### src/rtl/mac_tx_arbiter_if.sv
// Request/response bus between the TX frame sources, the arbiter and the line encoder.
interface mac_tx_arbiter_if #(
  parameter int N_SRC      = 4,
  parameter int DATA_WIDTH = 64,
  parameter int SRC_W      = $clog2(N_SRC)
);
  logic [N_SRC-1:0]            i_req_valid;
  logic [N_SRC*DATA_WIDTH-1:0] i_req_data;
  logic [N_SRC-1:0]            i_req_last;
  logic [N_SRC-1:0]            o_req_ready;
  logic [DATA_WIDTH-1:0]       o_tx_data;
  logic                        o_tx_valid;
  logic                        o_tx_last;
  logic [SRC_W-1:0]            o_tx_src;
  logic                        i_tx_ready;

  modport slave (
    input  i_req_valid, i_req_data, i_req_last, i_tx_ready,
    output o_req_ready, o_tx_data, o_tx_valid, o_tx_last, o_tx_src
  );
  modport master (
    output i_req_valid, i_req_data, i_req_last, i_tx_ready,
    input  o_req_ready, o_tx_data, o_tx_valid, o_tx_last, o_tx_src
  );
endinterface

### src/rtl/mac_tx_arbiter.sv
// Frame-level round-robin arbiter for the 64-bit MAC TX datapath with
// inter-frame gap insertion and runaway-frame truncation.
module mac_tx_arbiter #(
  parameter int N_SRC      = 4,
  parameter int DATA_WIDTH = 64,
  parameter int IPG_CYCLES = 2,
  parameter int MAX_BEATS  = 191,
  parameter int SRC_W      = $clog2(N_SRC)
) (
  input  logic                 clk,
  input  logic                 i_rst_n,
  mac_tx_arbiter_if.slave      bus,
  output logic                 o_busy,
  output logic                 o_overrun_err,
  output logic [15:0]          o_frame_cnt
);
  localparam int BEAT_W   = $clog2(MAX_BEATS + 1);
  localparam int GAP_W    = (IPG_CYCLES > 1) ? $clog2(IPG_CYCLES) : 1;
  localparam int GAP_LAST = (IPG_CYCLES > 0) ? IPG_CYCLES - 1 : 0;
  localparam logic [BEAT_W-1:0] BEAT_LAST = BEAT_W'(MAX_BEATS - 1);

  typedef enum logic [1:0] {IDLE, XFER, DRAIN, GAP} state_t;

  state_t              state_q, state_d;
  logic [SRC_W-1:0]    rr_ptr_q, rr_ptr_d;
  logic [SRC_W-1:0]    grant_q, grant_d;
  logic [BEAT_W-1:0]   beat_cnt_q, beat_cnt_d;
  logic [GAP_W-1:0]    gap_cnt_q, gap_cnt_d;
  logic [15:0]         frame_cnt_q, frame_cnt_d;
  logic                overrun_q, overrun_d;

  logic                  win_found;
  logic [SRC_W-1:0]      win_idx;
  logic [SRC_W:0]        scan_sum;
  logic                  g_valid, g_last;
  logic [DATA_WIDTH-1:0] g_data;
  logic [SRC_W-1:0]      rr_after;
  logic [N_SRC-1:0]      ready;
  logic [DATA_WIDTH-1:0] tx_data;
  logic                  tx_valid, tx_last, trunc;

  // Round-robin scan starting at rr_ptr; first valid requester wins.
  always_comb begin
    win_found = 1'b0;
    win_idx   = '0;
    scan_sum  = '0;
    for (int i = 0; i < N_SRC; i++) begin
      scan_sum = {1'b0, rr_ptr_q} + (SRC_W+1)'(i);
      if (scan_sum >= (SRC_W+1)'(N_SRC)) scan_sum = scan_sum - (SRC_W+1)'(N_SRC);
      if (!win_found && bus.i_req_valid[scan_sum[SRC_W-1:0]]) begin
        win_found = 1'b1;
        win_idx   = scan_sum[SRC_W-1:0];
      end
    end
  end

  always_comb begin
    g_valid = 1'b0;
    g_last  = 1'b0;
    g_data  = '0;
    for (int k = 0; k < N_SRC; k++) begin
      if (grant_q == SRC_W'(k)) begin
        g_valid = bus.i_req_valid[k];
        g_last  = bus.i_req_last[k];
        g_data  = bus.i_req_data[k*DATA_WIDTH +: DATA_WIDTH];
      end
    end
  end

  assign rr_after = (grant_q == SRC_W'(N_SRC - 1)) ? '0 : grant_q + 1'b1;

  always_comb begin
    state_d     = state_q;
    rr_ptr_d    = rr_ptr_q;
    grant_d     = grant_q;
    beat_cnt_d  = beat_cnt_q;
    gap_cnt_d   = gap_cnt_q;
    frame_cnt_d = frame_cnt_q;
    overrun_d   = 1'b0;
    ready       = '0;
    tx_data     = '0;
    tx_valid    = 1'b0;
    tx_last     = 1'b0;
    trunc       = 1'b0;
    case (state_q)
      IDLE: begin
        if (win_found) begin
          grant_d    = win_idx;
          beat_cnt_d = '0;
          state_d    = XFER;
        end
      end
      XFER: begin
        // A last beat landing on the cap is a normal end, not a truncation.
        trunc    = (beat_cnt_q == BEAT_LAST) && !g_last;
        tx_data  = g_data;
        tx_valid = g_valid;
        tx_last  = g_last | trunc;
        for (int k = 0; k < N_SRC; k++)
          ready[k] = (grant_q == SRC_W'(k)) & bus.i_tx_ready;
        if (g_valid && bus.i_tx_ready) begin
          beat_cnt_d = beat_cnt_q + 1'b1;
          if (g_last) begin
            frame_cnt_d = frame_cnt_q + 16'd1;
            beat_cnt_d  = '0;
            rr_ptr_d    = rr_after;
            state_d     = (IPG_CYCLES == 0) ? IDLE : GAP;
          end else if (trunc) begin
            beat_cnt_d = '0;
            overrun_d  = 1'b1;
            rr_ptr_d   = rr_after;
            state_d    = DRAIN;
          end
        end
      end
      DRAIN: begin
        // Swallow the rest of the runaway frame until its own last beat.
        for (int k = 0; k < N_SRC; k++)
          ready[k] = (grant_q == SRC_W'(k));
        if (g_valid && g_last) state_d = (IPG_CYCLES == 0) ? IDLE : GAP;
      end
      GAP: begin
        if (gap_cnt_q == GAP_W'(GAP_LAST)) begin
          gap_cnt_d = '0;
          state_d   = IDLE;
        end else begin
          gap_cnt_d = gap_cnt_q + 1'b1;
        end
      end
      default: state_d = IDLE;
    endcase
  end

  always_ff @(posedge clk or negedge i_rst_n) begin
    if (!i_rst_n) begin
      state_q     <= IDLE;
      rr_ptr_q    <= '0;
      grant_q     <= '0;
      beat_cnt_q  <= '0;
      gap_cnt_q   <= '0;
      frame_cnt_q <= '0;
      overrun_q   <= 1'b0;
    end else begin
      state_q     <= state_d;
      rr_ptr_q    <= rr_ptr_d;
      grant_q     <= grant_d;
      beat_cnt_q  <= beat_cnt_d;
      gap_cnt_q   <= gap_cnt_d;
      frame_cnt_q <= frame_cnt_d;
      overrun_q   <= overrun_d;
    end
  end

  assign bus.o_req_ready = ready;
  assign bus.o_tx_data   = tx_data;
  assign bus.o_tx_valid  = tx_valid;
  assign bus.o_tx_last   = tx_last;
  assign bus.o_tx_src    = grant_q;
  assign o_busy          = (state_q != IDLE);
  assign o_overrun_err   = overrun_q;
  assign o_frame_cnt     = frame_cnt_q;
endmodule

### src/flat_wrapper.sv
// flat-port wrapper written by rule: the top's interface ports become plain ports
module mac_tx_arbiter_flat 
#(
  parameter int N_SRC      = 4,
  parameter int DATA_WIDTH = 64,
  parameter int IPG_CYCLES = 2,
  parameter int MAX_BEATS  = 191,
  parameter int SRC_W      = $clog2(N_SRC)
)
  (clk, i_rst_n, o_busy, o_overrun_err, o_frame_cnt, bus_i_req_valid, bus_i_req_data, bus_i_req_last, bus_i_tx_ready, bus_o_req_ready, bus_o_tx_data, bus_o_tx_valid, bus_o_tx_last, bus_o_tx_src);
  mac_tx_arbiter_if #(.N_SRC(N_SRC), .DATA_WIDTH(DATA_WIDTH), .SRC_W(SRC_W)) bus_i ();
  input  logic clk;
  input  logic i_rst_n;
  output logic o_busy;
  output logic o_overrun_err;
  output logic [15:0] o_frame_cnt;
  input wire logic [$bits(bus_i.i_req_valid)-1:0] bus_i_req_valid;
  input wire logic [$bits(bus_i.i_req_data)-1:0] bus_i_req_data;
  input wire logic [$bits(bus_i.i_req_last)-1:0] bus_i_req_last;
  input wire logic [$bits(bus_i.i_tx_ready)-1:0] bus_i_tx_ready;
  output wire logic [$bits(bus_i.o_req_ready)-1:0] bus_o_req_ready;
  output wire logic [$bits(bus_i.o_tx_data)-1:0] bus_o_tx_data;
  output wire logic [$bits(bus_i.o_tx_valid)-1:0] bus_o_tx_valid;
  output wire logic [$bits(bus_i.o_tx_last)-1:0] bus_o_tx_last;
  output wire logic [$bits(bus_i.o_tx_src)-1:0] bus_o_tx_src;
  assign bus_i.i_req_valid = bus_i_req_valid;
  assign bus_i.i_req_data = bus_i_req_data;
  assign bus_i.i_req_last = bus_i_req_last;
  assign bus_i.i_tx_ready = bus_i_tx_ready;
  assign bus_o_req_ready = bus_i.o_req_ready;
  assign bus_o_tx_data = bus_i.o_tx_data;
  assign bus_o_tx_valid = bus_i.o_tx_valid;
  assign bus_o_tx_last = bus_i.o_tx_last;
  assign bus_o_tx_src = bus_i.o_tx_src;
  mac_tx_arbiter #(.N_SRC(N_SRC), .DATA_WIDTH(DATA_WIDTH), .IPG_CYCLES(IPG_CYCLES), .MAX_BEATS(MAX_BEATS), .SRC_W(SRC_W)) u_core (.clk(clk), .i_rst_n(i_rst_n), .bus(bus_i), .o_busy(o_busy), .o_overrun_err(o_overrun_err), .o_frame_cnt(o_frame_cnt));
endmodule
### config.mk
export PLATFORM = sky130hd
export DESIGN_NAME = mac_tx_arbiter_flat
export DESIGN_NICKNAME = d
export VERILOG_FILES = /design/src/rtl/mac_tx_arbiter_if.sv /design/src/rtl/mac_tx_arbiter.sv /design/src/flat_wrapper.sv
export SDC_FILE = /design/constraint.sdc
export NUM_CORES = 1
export LEC_CHECK = 0
export BUFFER_PORTS_ARGS = -buffer_cell sky130_fd_sc_hd__clkbuf_2
export CAP_MARGIN = 15
export CORE_AREA = 2 2 139 141
export DETAILED_ROUTE_END_ITERATION = 16
export DIE_AREA = 0 0 141 143
export SLEW_MARGIN = 20
export SYNTH_ARGS = -nofsm -noshare
export SYNTH_HDL_FRONTEND = slang
export SYNTH_SLANG_ARGS = --single-unit
export TNS_END_PERCENT = 1
### constraint.sdc
create_clock -name clk -period 2.8 [get_ports clk]
set_input_delay 0.56 -clock clk [delete_from_list [all_inputs] [get_ports clk]]
set_output_delay 0.56 -clock clk [all_outputs]
set_load 0.03 [all_outputs]
=== Yosys cells after proc, flatten, opt, wreduce, memory -nomap -nowiden ===
Index checks and enable logic that the tools add are counted.

* Magnitude comparators: 8
* Equal/unequal tests: 12
* Bitwise gates (word level): 5
* Add/sub/neg operators: 11
* Multiplexer cells: 56
* Reduce and logical (&&, ||, !) cells: 20

{| class="wikitable"
|+ Operators with widths
! cell !! number
|-
| $mux 64 || 5
|-
| $mux 2 || 17
|-
| $mux 8 || 4
|-
| $mux 1 || 23
|-
| $add 16x1->16 const B || 1
|-
| $pmux 8 s2 || 1
|-
| $lt 2x3->1 const B || 4
|-
| $ge 3x3->1 const B || 3
|-
| $reduce_and 3->1 || 3
|-
| $add 8x1->8 const B || 1
|-
| $bmux 1 s2 || 4
|-
| $eq 2x2->1 const B || 4
|-
| $eq 8x8->1 const B || 1
|-
| $ne 2x1->1 const B || 4
|-
| $pmux 2 s4 || 1
|-
| $pmux 4 s2 || 1
|-
| $sub 2x1->2 const B || 4
|-
| $add 2x2->3 const B || 2
|-
| $logic_and 1x1->1 || 6
|-
| $reduce_bool 2->1 || 3
|-
| $reduce_and 5->1 || 1
|-
| $and 1x1->1 || 4
|-
| $eq 2x1->1 const B || 2
|-
| $logic_not 1->1 || 4
|-
| other kinds (8) || 9
|}

* Input port bits: 267
* Flip-flop bits (word level): 32
* Output and inout bits: 90
* Word-level logic and storage cells: 119

=== Logic depth before layout (Yosys ltp) ===
Gate-level depths: netlist of run 1.

* Depth in word-level cells: 16
* Depth in mapped cells: 11
* Mapped depth without buffers: 8

=== Worst setup path after synthesis of run 1 ===
No wires, ideal clock.

* Kind: flip-flop to output port
* From: reg u_core.grant_q[1], in the netlist u_core.bus.o_tx_src[1]
* To: out bus_o_tx_data[10]
* Path buffers: 2
* Setup slack: -0.214 ns
* Arrival: 2.454 ns
* Stages on the path, launching flop included: 9
* Data required time: 2.240 ns
* Path through: dfrtp_1 > inv_1 > ha_1 > nor2b_1 > clkbuf_1 > buf_1 > a221oi_1 > a211o_1 > a21oi_1

* Cells in the longest elaborated chain, start to end: 6
* Elaborated cells on any way between the ends: 9
* Those cells by class: eq/ne (3); mux (5); reduce/logical (1)

{| class="wikitable"
|+ RTL lines
! element !! line !! RTL
|-
| start: declaration || mac_tx_arbiter.sv:26 || <nowiki>logic [SRC_W-1:0] grant_q, grant_d;</nowiki>
|-
| start signal: assignment || mac_tx_arbiter.sv:146 || <nowiki>grant_q <= grant_d;</nowiki>
|-
| $logic_not 2->1 || mac_tx_arbiter.sv:62 || <nowiki>if (grant_q == SRC_W'(k)) begin</nowiki>
|-
| $mux 64 (3 in series) || mac_tx_arbiter.sv:62 ||
|-
| $mux 64 * || mac_tx_arbiter.sv:62 ||
|-
| $mux 64 * || mac_tx_arbiter.sv:85 || <nowiki>case (state_q)</nowiki>
|-
| end: declaration || flat_wrapper.sv:22 || <nowiki>output wire logic [$bits(bus_i.o_tx_data)-1:0] bus_o_tx_data;</nowiki>
|}

Mark *: on every way between the ends. The rest lies on a longest branch, timed or not.

=== Worst setup path after layout of run 1 ===
* From: reg u_core.grant_q[0], in the netlist u_core.bus.o_tx_src[0]
* To: out bus_o_tx_data[52]

The elaborated chain is that of the path after synthesis.

==> results of run 1 <==
sequential cells by signal, summed over array words and instances (netlist names):
register              cells
u_core.o_frame_cnt       16
u_core.o_overrun_err      1
u_core.state_q            2
u_core.bus.o_tx_src       2
u_core.gap_cnt_q          1
u_core.rr_ptr_q           2
u_core.beat_cnt_q         8
cell families after synthesis:
kind of cell | share of synthesized area
compound gates | 0.431
xor+xnor | 0.0353
fa+ha+maj | 0.0347
buf+inv | 0.125
flops | 0.202
mux | 0.0110
simple gates | 0.161
cells in the mapped netlist, types with 2 or more instances:
cell type,count
and4_1,2
nor2_1,15
dfrtp_1,32
buf_2,2
a211o_1,65
o41ai_1,2
buf_1,4
o21ai_0,12
nor2b_1,3
inv_1,76
xor2_1,5
mux2_2,3
o31ai_1,5
and2_1,4
nand2_1,78
nor3b_1,2
clkbuf_1,45
a211oi_1,2
nand3_1,12
nand2b_1,4
a221oi_1,65
ha_1,11
a21oi_1,70
nand4_1,5
and3_1,8
xnor2_1,11
nor3_1,3
power breakdown:
group	internal [uW]	total [uW]	switching, uW
Clock	322	517	195
Combinational	2480	5900	3420
Sequential	544	638	94.0
Total	3340	7050	3710
worst max-delay path, delay by kind of cell (launching register included):
family	cells	cell delay (ns)
DFF	1	0.45
AOI/OAI and AO/OA	3	0.52
buffers and inverters	5	0.69
and+or+nand+nor	1	0.14
adders and majority gates	1	0.13
metal layers:
layer	GRT usage	wire length, um	vias up
met2	0.295	9590	245
met5	0	0	-
met4	0.0579	550	0
met1	0.248	8890	2616
met3	0.0319	1380	33
li1	-	-	2751
stage by stage:
stage	hold slack [ns]	total power, uW	utilization	std cells
6_report	0.387	7050	0.370	1136
5_1_grt	0.449	7500	0.370	1136
4_1_cts	0.417	6850	0.363	1132
3_5_place_dp	0.459	5970	0.344	1122
3_3_place_gp	0.455	5940	0.344	1122
2_1_floorplan	0.264	4300	-	562
timing repair:
item / in CTS / in global routing
setup buffers: 2 / 2
pin swaps: 2 / 10
endpoints found under the setup margin: 54 / 62
cloned: 1 / 2
hold buffers: 0 / 0
resized for setup: 46 / 38
worst paths after layout:
check	cells after the start	slack [ns]	endpoint
worst min-delay path	1	0.39	u_core.o_frame_cnt[9]$_DFFE_PN0P_
worst max-delay path	10	0.03	bus_o_tx_data[52]
max in group asynchronous	1	1.82	u_core.bus.o_tx_src[0]$_DFFE_PN0P_
worst min register to register	1	0.47	u_core.o_frame_cnt[15]$_DFFE_PN0P_
worst max register to register	9	0.32	u_core.beat_cnt_q[7]$_DFFE_PN0P_
min in group clk	1	0.47	u_core.o_frame_cnt[15]$_DFFE_PN0P_
area by class of cell:
type	instances	area share
inverters	76	0.0422
flip-flops and latches	32	0.117
clock inverters	2	0.00182
repair buffers	386	0.347
well taps	234	0.0426
clock buffers	5	0.0182
multi-input cells	401	0.431
==> impl_metrics.toml, run 1 <==
[placement]
io_buffers = 356
dpl_worst_slack_ns = 0.136
place_hpwl_um = 16000
gp_congestion = 0.910
place_area_um2 = 6390

[timing]
rsz0062_at_grt = "true"
fin_ws_ns = 0.0308
fin_crit_ns = 2.77
max_freq_ghz = 0.361
worst_pin_slew_ns = 0.846
slew_headroom = 0.436
fin_tns_setup_ns = 0
final-setup-viol-count = 0
drv_slew = 0
finalHoldViolCount = 0
skew_ns = 0.00586
fin_crit_sh = 0.989

[cells_and_area]
layout.nets = 1180
regArea_um2 = 802
diodes = 0
area_growth_pct = 73.2
mostFrequentLayoutCells = "323 x clkbuf_2, 78 x nand2_1, 73 x inv_1, 65 x a211o_1, 64 x a221oi_1"
fillers = 1950
final_area_um2 = 6870
drive_above_1_share = 0.522
layout_commonest_cell = "clkbuf_2"
multiInputGateArea_um2 = 2960

[worst_setup_path]
path_common_cell = "buf_12"
path_class = "flip-flop to output pin"
required_ns = 2.24
worstSetupStartpoint = "u_core.bus.o_tx_src[0]$_DFFE_PN0P_"
slowest_delay_ns = 0.45
crit_path_start_kind = "flip-flop"
cp_cell_sequence = "inv_4 > ha_4 > nor2b_4 > buf_4 > buf_12 > buf_12 > a221oi_1 > a211o_1 > a21oi_2 > clkbuf_8"
cp.arrival_ns = 2.21
cp_max_fo = 12
cp_slowest_cell = "dfrtp_2"
rr_startpoint = "u_core.bus.o_tx_src[1]$_DFFE_PN0P_"
end_kind = "output pin"

[detailed_routing]
antenna_left = 0
routed_wl_um = 20400
drtIter0Drc = 252
drcViolationCount = 0
first_pass_iters = 5
vias = 5645
routedWlPerCell_um = 18.0
vias_per_cell = 4.97

[grt]
grt_util_all_layers = 0.182
grt_first_pass_wirelength_um = 29100
antenna_found_initial = 0
grt_max_degree = 83
overflow = 0
first_global_vias = 5230

[yosys]
synth.distinct_cells = 43
async_reset_ff_frac = 1.00
synth_top_area_share = 0.202
synth_warnings = 0
avgSynthCellArea_um2 = 7.06
synth-seq-cells = 32
syn_nets = 840
synthFlopType = "dfrtp_1"
synth-seq-area-share = 0.202
synth_area_leaders = "dfrtp_1 20%, a211o_1 14%, a221oi_1 14%"
synthCells = 562
synth.cell_area_um2 = 3970
synth_area_leader_cell = "dfrtp_1"
synth_edf_count = 0

[clock_network]
clkTransAtPathRegs_ns = 0.05
clock_latency_ns = 0.27
cts_buffer_depth = 2
cts_made_buffers = 5
htreeDepth = 2
clock_sinks = 32
cts_tree = "done"
cts_root_buffer = "clkbuf_16"

[die]
io_pins = 357
core_um2 = 18600
start_util = 0.214
die_h_um = 143
die_width_um = 141
rows = 50
dieArea_um2 = 20200

[power]
ir_drop_uv = 539
p_per_area_nw_per_um2 = 1030
p_leak_uw = 0.00356

[hold_path]
hold_path.class = "input port to async pin"

[status]
outcome = "finished, final reports clean"

[flow_run]
max-cap-violations = 0
Power figures use the tool's default switching activity.
==> run 2: changes to the inputs <==
BUFFER_PORTS_ARGS = -buffer_cell sky130_fd_sc_hd__buf_4   (was -buffer_cell sky130_fd_sc_hd__clkbuf_2)
==> run 2 against run 1 <==
Maximum frequency down 1.0%. Total power up 3.8%. Non-clock buffer count down 4. Worst setup slack worse by 0.029 ns. Die area unchanged. Global-route usage up 1.2 points. Clock-buffer cell count unchanged. Register-to-register slack about the same. Utilization up 4.5 points. Via count up 0.60%. Sequential power down 1%. Largest power group unchanged.
==> impl_metrics.toml, run 2 (synthesized netlist as in run 1, its figures left out) <==
[status]
outcome = "finished, final reports clean"

[cells_and_area]
diodes = 0
layout.nets = 1176
fillers = 1889
drive_above_1_share = 0.520
instances_no_fill = 1132
largest_reg_flops = 16
mostFrequentLayoutCells = "313 x buf_4, 78 x nand2_1, 74 x inv_1, 65 x a221oi_1, 65 x a211o_1"
layout_commonest_cell = "buf_4"
area_growth_pct = 94.5
utilization = 0.415

[power]
internal-power_uw = 3580
p_seq_frac = 0.086
switching_share = 0.510
ir_drop_uv = 471
combPwrFrac = 0.843
clkPwrFrac = 0.071
p_sw_uw = 3730
p_per_area_nw_per_um2 = 948
p_leak_uw = 0.00379

[die]
die_width_um = 141
start_util = 0.214
dieArea_um2 = 20200
io_pins = 357
die_h_um = 143
rows = 50
core_um2 = 18600

[detailed_routing]
routed_wl_um = 21300
antenna_left = 0
vias = 5679
drtIter0Drc = 298
vias_per_cell = 5.02
first_pass_iters = 5
drcViolationCount = 0
routedWlPerCell_um = 18.8

[grt]
grt_max_degree = 78
grt.busiest_layer = "met2"
overflow = 0
antenna_found_initial = 0
met3_usage = 0.0469
grtUsageMet2 = 0.328
first_global_vias = 5534
use_met1 = 0.246
grt_first_pass_wirelength_um = 31000
grt_util_all_layers = 0.195

[clock_network]
clock_latency_ns = 0.28
cts_tree = "done"
cts_root_buffer = "clkbuf_16"
clkTransAtPathRegs_ns = 0.06
cts_made_buffers = 5
cts_buffer_depth = 2
clock_sinks = 32
cts_hold_buffers = 0
htreeDepth = 2

[worst_setup_path]
cp.arrival_ns = 2.24
r2r_setup_slack_ns = 0.33
reg2regPathDepth = 9
crit_path_start_kind = "flip-flop"
rr_startpoint = "u_core.bus.o_tx_src[0]$_DFFE_PN0P_"
required_ns = 2.24
path_class = "flip-flop to output pin"
cp_max_fo = 15
end_kind = "output pin"
r2r_end = "u_core.beat_cnt_q[7]$_DFFE_PN0P_"

[timing]
worst_pin_slew_ns = 0.572
max_freq_ghz = 0.357
final-setup-viol-count = 0
rsz0062_at_grt = "true"
finalHoldViolCount = 0
fin_crit_ns = 2.80
drv_slew = 0
slew_headroom = 0.615
skew_ns = 0.00391
fin_crit_sh = 0.999

[flow_run]
max-cap-violations = 0

[placement]
gp_congestion = 0.939
io_buffers = 356
dp.cells = 1120
place_hpwl_um = 16700

[hold_path]
hold_path.class = "input port to async pin"
-- run 2: what timing repair did --
action                     4_1_cts  5_1_grt
gates cloned                     1        1
gates resized for setup          3       62
buffers inserted                 3        0
setup endpoints to repair       63       53
pin swaps                        0       63
-- run 2: power groups by stage --
| stage | Combinational [uW] | Clock [uW] | Sequential (uW) |
|---|---|---|---|
| floorplan | 3620 | 0 | 677 |
| global placement | 5620 | 0 | 637 |
| detailed placement | 5640 | 0 | 641 |
| CTS | 5840 | 536 | 627 |
| global route | 6560 | 559 | 646 |
| finish | 6160 | 522 | 630 |
-- run 2: cell type report --
type / instances / area [um^2] / area share
inverter: 76 / 288 / 0.0373
tap: 234 / 293 / 0.0379
timing repair buffer: 382 / 3240 / 0.420
clock buffer: 5 / 125 / 0.0162
sequential: 32 / 802 / 0.104
multi-input combinational: 401 / 2950 / 0.383
clock inverter: 2 / 12.5 / 0.00162
-- run 2: worst max-delay path by stage --
stage	from	endpoint	slack [ns]	cells after the start
after detailed placement	u_core.bus.o_tx_src[0]$_DFFE_PN0P_	bus_o_tx_data[5]	0.22	8
after global routing	u_core.bus.o_tx_src[0]$_DFFE_PN0P_	bus_o_tx_data[35]	-0.06	9
final	u_core.bus.o_tx_src[0]$_DFFE_PN0P_	bus_o_tx_data[35]	0.002	9
after global placement	u_core.bus.o_tx_src[0]$_DFFE_PN0P_	bus_o_tx_data[3]	0.25	8
after CTS	u_core.bus.o_tx_src[0]$_DFFE_PN0P_	bus_o_tx_data[9]	0.008	9
after floorplan	u_core.bus.o_tx_src[1]$_DFFE_PN0P_	bus_o_tx_data[53]	-0.05	8
-- run 2: metal layers --
layer / routed length, um / vias to the layer above
li1: - / 2740
met4: 594 / 0
met5: 0 / -
met3: 1790 / 30
met2: 10300 / 264
met1: 8540 / 2645
-- run 2: critical path, stage by stage (launching register included) --
cell and delay, ns:
dfrtp_2 0.44, inv_2 0.09, ha_2 0.19, nor2b_4 0.19
buf_6 0.16, clkbuf_16 0.18, a221oi_1 0.08, a211o_1 0.30
a21oi_2 0.16, buf_6 0.15
-- run 2: metrics by stage --
step                      power (uW)  TNS (ns)  instance area (um^2)  worst slack (ns)  hold WS (ns)
after floorplan                 4300     -2.28                  4200           -0.0458         0.264
after global placement          6260         0                  7250             0.246         0.455
after detailed placement        6280         0                  7250             0.215         0.455
after CTS                       7000         0                  7460           0.00797         0.234
after global routing            7770    -0.671                  7720           -0.0574         0.249
final                           7320         0                  7720           0.00163         0.225
